[src/rtl/key_pkg.sv]
// rtl/key_pkg.sv - shared state encoding and counter sizing for the key debouncer
package key_pkg;

    typedef enum logic [1:0] {
        ST_IDLE     = 2'd0,
        ST_PRESS_DB = 2'd1,
        ST_HELD     = 2'd2,
        ST_REL_DB   = 2'd3
    } key_fsm_e;

    function automatic int cnt_width(input int n);
        return (n > 2) ? $clog2(n) : 1;
    endfunction

endpackage

[src/rtl/key_debounce_ch.sv]
// rtl/key_debounce_ch.sv - one key channel: two-flop synchroniser, debounce FSM, long-press timer
module key_debounce_ch
    import key_pkg::*;
#(
    parameter int DEBOUNCE_CYC = 1_000_000,
    parameter int LONG_CYC     = 50_000_000
) (
    input  logic sys_clk,
    input  logic sys_rst_n,
    input  logic key_raw,
    output logic level,
    output logic press_strobe,
    output logic release_strobe,
    output logic long_strobe,
    output logic press_next
);

    localparam int            CW        = cnt_width(LONG_CYC);
    localparam logic [CW-1:0] DB_LAST   = CW'(DEBOUNCE_CYC - 1);
    localparam logic [CW-1:0] HOLD_LAST = CW'(LONG_CYC - 1);
    localparam logic [CW-1:0] HOLD_FIRE = CW'(LONG_CYC - 2);

    logic          sync1_q, sync2_q;
    key_fsm_e      state_q, state_n;
    logic [CW-1:0] db_q, db_n;
    logic [CW-1:0] hold_q, hold_n;
    logic          done_q, done_n;
    logic          level_n, rel_n, long_n;

    always_ff @(posedge sys_clk) begin
        if (!sys_rst_n) begin
            sync1_q        <= 1'b0;
            sync2_q        <= 1'b0;
            state_q        <= ST_IDLE;
            db_q           <= '0;
            hold_q         <= '0;
            done_q         <= 1'b0;
            level          <= 1'b0;
            press_strobe   <= 1'b0;
            release_strobe <= 1'b0;
            long_strobe    <= 1'b0;
        end else begin
            sync1_q        <= key_raw;
            sync2_q        <= sync1_q;
            state_q        <= state_n;
            db_q           <= db_n;
            hold_q         <= hold_n;
            done_q         <= done_n;
            level          <= level_n;
            press_strobe   <= press_next;
            release_strobe <= rel_n;
            long_strobe    <= long_n;
        end
    end

    always_comb begin
        state_n    = state_q;
        db_n       = db_q;
        hold_n     = hold_q;
        done_n     = done_q;
        level_n    = level;
        press_next = 1'b0;
        rel_n      = 1'b0;
        long_n     = 1'b0;

        // Hold timer keeps running through a release glitch so long-press timing is not reset
        if (state_q == ST_HELD || state_q == ST_REL_DB) begin
            if (hold_q != HOLD_LAST) begin
                hold_n = hold_q + 1'b1;
                if (hold_q == HOLD_FIRE && !done_q) begin
                    long_n = 1'b1;
                    done_n = 1'b1;
                end
            end
        end

        case (state_q)
            ST_IDLE: begin
                if (sync2_q) begin
                    state_n = ST_PRESS_DB;
                    db_n    = '0;
                end
            end
            ST_PRESS_DB: begin
                if (!sync2_q) begin
                    state_n = ST_IDLE;
                end else if (db_q == DB_LAST) begin
                    state_n    = ST_HELD;
                    press_next = 1'b1;
                    level_n    = 1'b1;
                    hold_n     = '0;
                    done_n     = 1'b0;
                end else begin
                    db_n = db_q + 1'b1;
                end
            end
            ST_HELD: begin
                if (!sync2_q) begin
                    state_n = ST_REL_DB;
                    db_n    = '0;
                end
            end
            ST_REL_DB: begin
                if (sync2_q) begin
                    state_n = ST_HELD;
                end else if (db_q == DB_LAST) begin
                    // An accepted release takes priority over a coincident long-press
                    state_n = ST_IDLE;
                    rel_n   = 1'b1;
                    level_n = 1'b0;
                    long_n  = 1'b0;
                end else begin
                    db_n = db_q + 1'b1;
                end
            end
            default: state_n = ST_IDLE;
        endcase
    end

endmodule

[src/rtl/key_debounce.sv]
// rtl/key_debounce.sv - N-key debouncer top: pin polarity mapping, per-key channels, key_any
module key_debounce
    import key_pkg::*;
#(
    parameter int NUM_KEYS     = 4,
    parameter int DEBOUNCE_CYC = 1_000_000,
    parameter int LONG_CYC     = 50_000_000,
    parameter bit ACTIVE_LOW   = 1'b1
) (
    input  logic                sys_clk,
    input  logic                sys_rst_n,
    input  logic [NUM_KEYS-1:0] key_in,
    output logic [NUM_KEYS-1:0] key_state,
    output logic [NUM_KEYS-1:0] key_press,
    output logic [NUM_KEYS-1:0] key_release,
    output logic [NUM_KEYS-1:0] key_long,
    output logic                key_any
);

    logic [NUM_KEYS-1:0] key_raw;
    logic [NUM_KEYS-1:0] press_next;

    assign key_raw = ACTIVE_LOW ? ~key_in : key_in;

    for (genvar k = 0; k < NUM_KEYS; k++) begin : g_ch
        key_debounce_ch #(
            .DEBOUNCE_CYC (DEBOUNCE_CYC),
            .LONG_CYC     (LONG_CYC)
        ) u_ch (
            .sys_clk        (sys_clk),
            .sys_rst_n      (sys_rst_n),
            .key_raw        (key_raw[k]),
            .level          (key_state[k]),
            .press_strobe   (key_press[k]),
            .release_strobe (key_release[k]),
            .long_strobe    (key_long[k]),
            .press_next     (press_next[k])
        );
    end

    // Registered from the same next-cycle press terms so it aligns with key_press
    always_ff @(posedge sys_clk) begin
        if (!sys_rst_n) begin
            key_any <= 1'b0;
        end else begin
            key_any <= |press_next;
        end
    end

endmodule
[config.mk]
export PLATFORM = sky130hd
export DESIGN_NAME = key_debounce
export DESIGN_NICKNAME = d
export VERILOG_FILES = /design/src/rtl/key_pkg.sv /design/src/rtl/key_debounce_ch.sv /design/src/rtl/key_debounce.sv
export SDC_FILE = /design/constraint.sdc
export NUM_CORES = 1
export LEC_CHECK = 0
export CAP_MARGIN = 20
export CORE_ASPECT_RATIO = 1.2
export CORE_MARGIN = 8
export CORE_UTILIZATION = 60
export CTS_BUF_LIST = sky130_fd_sc_hd__clkbuf_4 sky130_fd_sc_hd__clkbuf_8
export CTS_CLUSTER_DIAMETER = 40
export DETAILED_ROUTE_END_ITERATION = 12
export PLACE_DENSITY_LB_ADDON = 0.1
export SYNTH_ARGS = -nofsm -noshare
export SYNTH_HDL_FRONTEND = slang
export SYNTH_SLANG_ARGS = --single-unit
[constraint.sdc]
create_clock -name sys_clk -period 6.3 [get_ports sys_clk]
set_clock_uncertainty 0.1 [all_clocks]
set_input_delay 1.575 -clock sys_clk [delete_from_list [all_inputs] [get_ports sys_clk]]
set_output_delay 1.575 -clock sys_clk [all_outputs]
set_load 0.1 [all_outputs]
==> summary.txt <==
Global route
  • Largest net degree at the start of global routing: 32
  • Global-route wire length before repair: 42,300 um
  • GR Overflow Total: 0
  • GRT Util Overall: 0.203
  • Vias in the first global route: 9,322
  • Initial antenna violation count: 0

Worst setup path
  • CP arrival: 2.06 ns
  • Setup crit end kind: output port
  • Reg2reg setup slack: 2.89 ns
  • Startpoint Class: register
  • Max Fanout on Critical Path: 1
  • CP max stage delay: 1.15 ns
  • Slowest library cell on the worst path: clkdlybuf4s50_1
  • Critical path class: reg -> out
  • WP data required: 4.62 ns
  • Worst path top cell family by delay: buffers and inverters
  • CP Cell Sequence: clkdlybuf4s50_1
  • Worst path bufs/invs: 1

Place
  • Dpl hpwl: 16,500 um
  • Placed cell area: 0.0120 mm2
  • RD Place Congestion: 0.843
  • Dpl cells: 1,624
  • DP Worst Slack: 2.43 ns
  • IO buf count: 22

Finish
  • Synthesis-to-layout area growth: 11.1%
  • Commonest non-fill, non-tap cell in the layout: dfxtp_1
  • Final Non-Filler Cells: 1,709
  • Commonest cells after routing, fill and taps aside: 245 x dfxtp_1, 190 x nor2_1, 93 x nand2_1, 82 x nand3_1, 69 x xor2_1
  • Util after Layout: 0.675
  • Multi-input gate area: 0.00637 mm2
  • Proportion of layout cells with a drive suffix above 1: 0.0822
  • Antenna cells: 0
  • Design Area, Final: 0.0131 mm2
  • # nets final: 1,431
  • FILL cells: 1,673
  • Reg area: 0.00490 mm2

Logic synthesis
  • Largest area contributor in the netlist: dfxtp_1
  • Seq/Total Area, Yosys: 0.416
  • Top_reg_cell synth: dfxtp_1
  • Top-area cell type share of the netlist area: 0.416
  • Mapped Area: 0.0118 mm2
  • Netlist cell types: 69
  • Async set or reset register ratio after synthesis: 0
  • Warnings from Yosys: 0
  • Largest cells by area after synthesis: dfxtp_1 42%, nor2_1 6.0%, xor2_1 5.1%
  • Avg Inst Size Synth: 8.43 um2
  • Post-synth EDFFs: 0
  • Register bit count reported by yosys: 245
  • Synthesized Nets: 1,416
  • Mapped Cells: 1,398

Die
  • DIE WIDTH: 144 um
  • Die area: 0.0244 mm2
  • Initial Utilization: 0.607
  • Top Ports: 23
  • # rows: 56
  • Die Y-Extent: 170 um
  • Core Region: 0.0194 mm2

Drt
  • Antenna Nets Post-Route: 0
  • 1st-iter DRT viols: 500
  • Vias post-DR: 9,901
  • DR pass1 iterations: 5
  • WL final: 24,500 um
  • WL per Instance: 14.3 um
  • Vias/cell: 5.79
  • DR DRC count: 0

Clock network
  • Clock buffer depth: 3
  • CTS sink count: 245
  • Root Buffer: clkbuf_8
  • Htree depth: 2
  • Clock Latency Late Sink: 0.55 ns
  • Num CTS Buffers: 43
  • Clock-pin slew on the worst setup and hold paths: 0.05 ns
  • PostCTS Resize Cnt: 0
  • Cts hold-fix bufs: 0
  • Post-CTS Setup Inserts: 0
  • CTS tree: yes

Run status
  • Status: finished clean

STA
  • Final hold vios: 0
  • Fin worst setup slack: 2.56 ns
  • Min Tclk post-route: 3.74 ns
  • Final Cycle Share: 0.593
  • Worst hold margin: 0.323 ns
  • Max Slew Vio Count: 0
  • RSZ-0062 raised after global routing: no
  • F_max: 268 MHz
  • Setup total negative slack: 0 ns
  • Worst-Margin Slew: 1.07 ns
  • Slew margin rel.: 0.283
  • Finish-stage setup viols: 0

Flow run
  • Number of max-cap violations: 0

Power and ir drop
  • Worst IR drop on VDD: 0.000241 V
  • Total power: 3.27 mW
  • Leak: 4.33 nW
  • PwrDens: 250 mW/mm2

Worst hold path
  • Hold Crit Class: reg -> reg
-- metal layers --
layer | share of wire | GRT usage | vias up | wire [um]
li1 | - | - | 5067 | -
met1 | 0.44 | 0.235 | 4595 | 10800
met2 | 0.48 | 0.354 | 184 | 11800
met3 | 0.042 | 0.0394 | 55 | 1030
met4 | 0.032 | 0.0907 | 0 | 777
met5 | 0 | 0 | - | 0
-- flip-flops by register name, indices dropped and copies added, names as in the netlist, named ones only --
| register | count |
|---|---|
| g_ch.u_ch.press_strobe | 4 |
| g_ch.u_ch.db_q | 104 |
| g_ch.u_ch.sync2_q | 4 |
| key_any | 1 |
| g_ch.u_ch.hold_q | 104 |
| g_ch.u_ch.done_q | 4 |
| g_ch.u_ch.sync1_q | 4 |
| g_ch.u_ch.long_strobe | 4 |
| g_ch.u_ch.release_strobe | 4 |
| g_ch.u_ch.state_q | 4 |
| g_ch.u_ch.level | 4 |
-- synth_stat cells (all sizes together) (5+ instances only) --
cell and number:
a211oi 7, a21o 5, a21oi 65, a22oi 8
and2 21, and3 31, and4 18, buf 33
clkbuf 34, dfxtp 245, ha 12, inv 41
mux2 5, mux2i 5, nand2 93, nand3 82
nand4 66, nor2 190, nor3 37, nor4 44
nor4b 14, o211ai 11, o21ai 48, o31ai 12
or3 44, or4 21, xnor2 66, xor2 70
-- path summary, 6_finish.rpt --
| check | startpoint | end | cells past startpoint |
|---|---|---|---|
| hold / removal | g_ch[0].u_ch.done_q | g_ch[0].u_ch.long_strobe | 1 |
| hold reg to reg | g_ch[0].u_ch.done_q | g_ch[0].u_ch.long_strobe | 1 |
| setup / recovery | g_ch[0].u_ch.long_strobe | key_long[0] | 1 |
| setup reg to reg | g_ch[1].u_ch.db_q[6] | g_ch[1].u_ch.done_q | 5 |
-- cell type report --
cell class,instances,share of cell area
sequential,245,0.375
tap,261,0.0249
inverter,41,0.0118
clock buffer,67,0.0652
clock inverter,13,0.0121
multi-input combinational,1045,0.486
timing repair buffer,37,0.0252
-- power breakdown --
| part | internal, mW | total [mW] | leakage, nW | switching, mW |
|---|---|---|---|---|
| logic | 0.0136 | 0.0545 | 1.84 | 0.0410 |
| registers | 1.55 | 1.56 | 1.97 | 0.00414 |
| clock network | 0.992 | 1.65 | 0.512 | 0.663 |
-- kinds of logic (layout without fill, tap and decap cells) --
family | count (synthesis) | count (layout) | synth area share
and+or+nand+nor | 695 | 695 | 0.314
DFF | 245 | 245 | 0.416
AOI/OAI and AO/OA | 192 | 192 | 0.103
xor gates and xnor gates | 136 | 136 | 0.102
buffers and inverters | 108 | 158 | 0.0440
adders and majority gates | 12 | 12 | 0.0127
muxes | 10 | 10 | 0.00902
(Power assumes the default switching activity.)
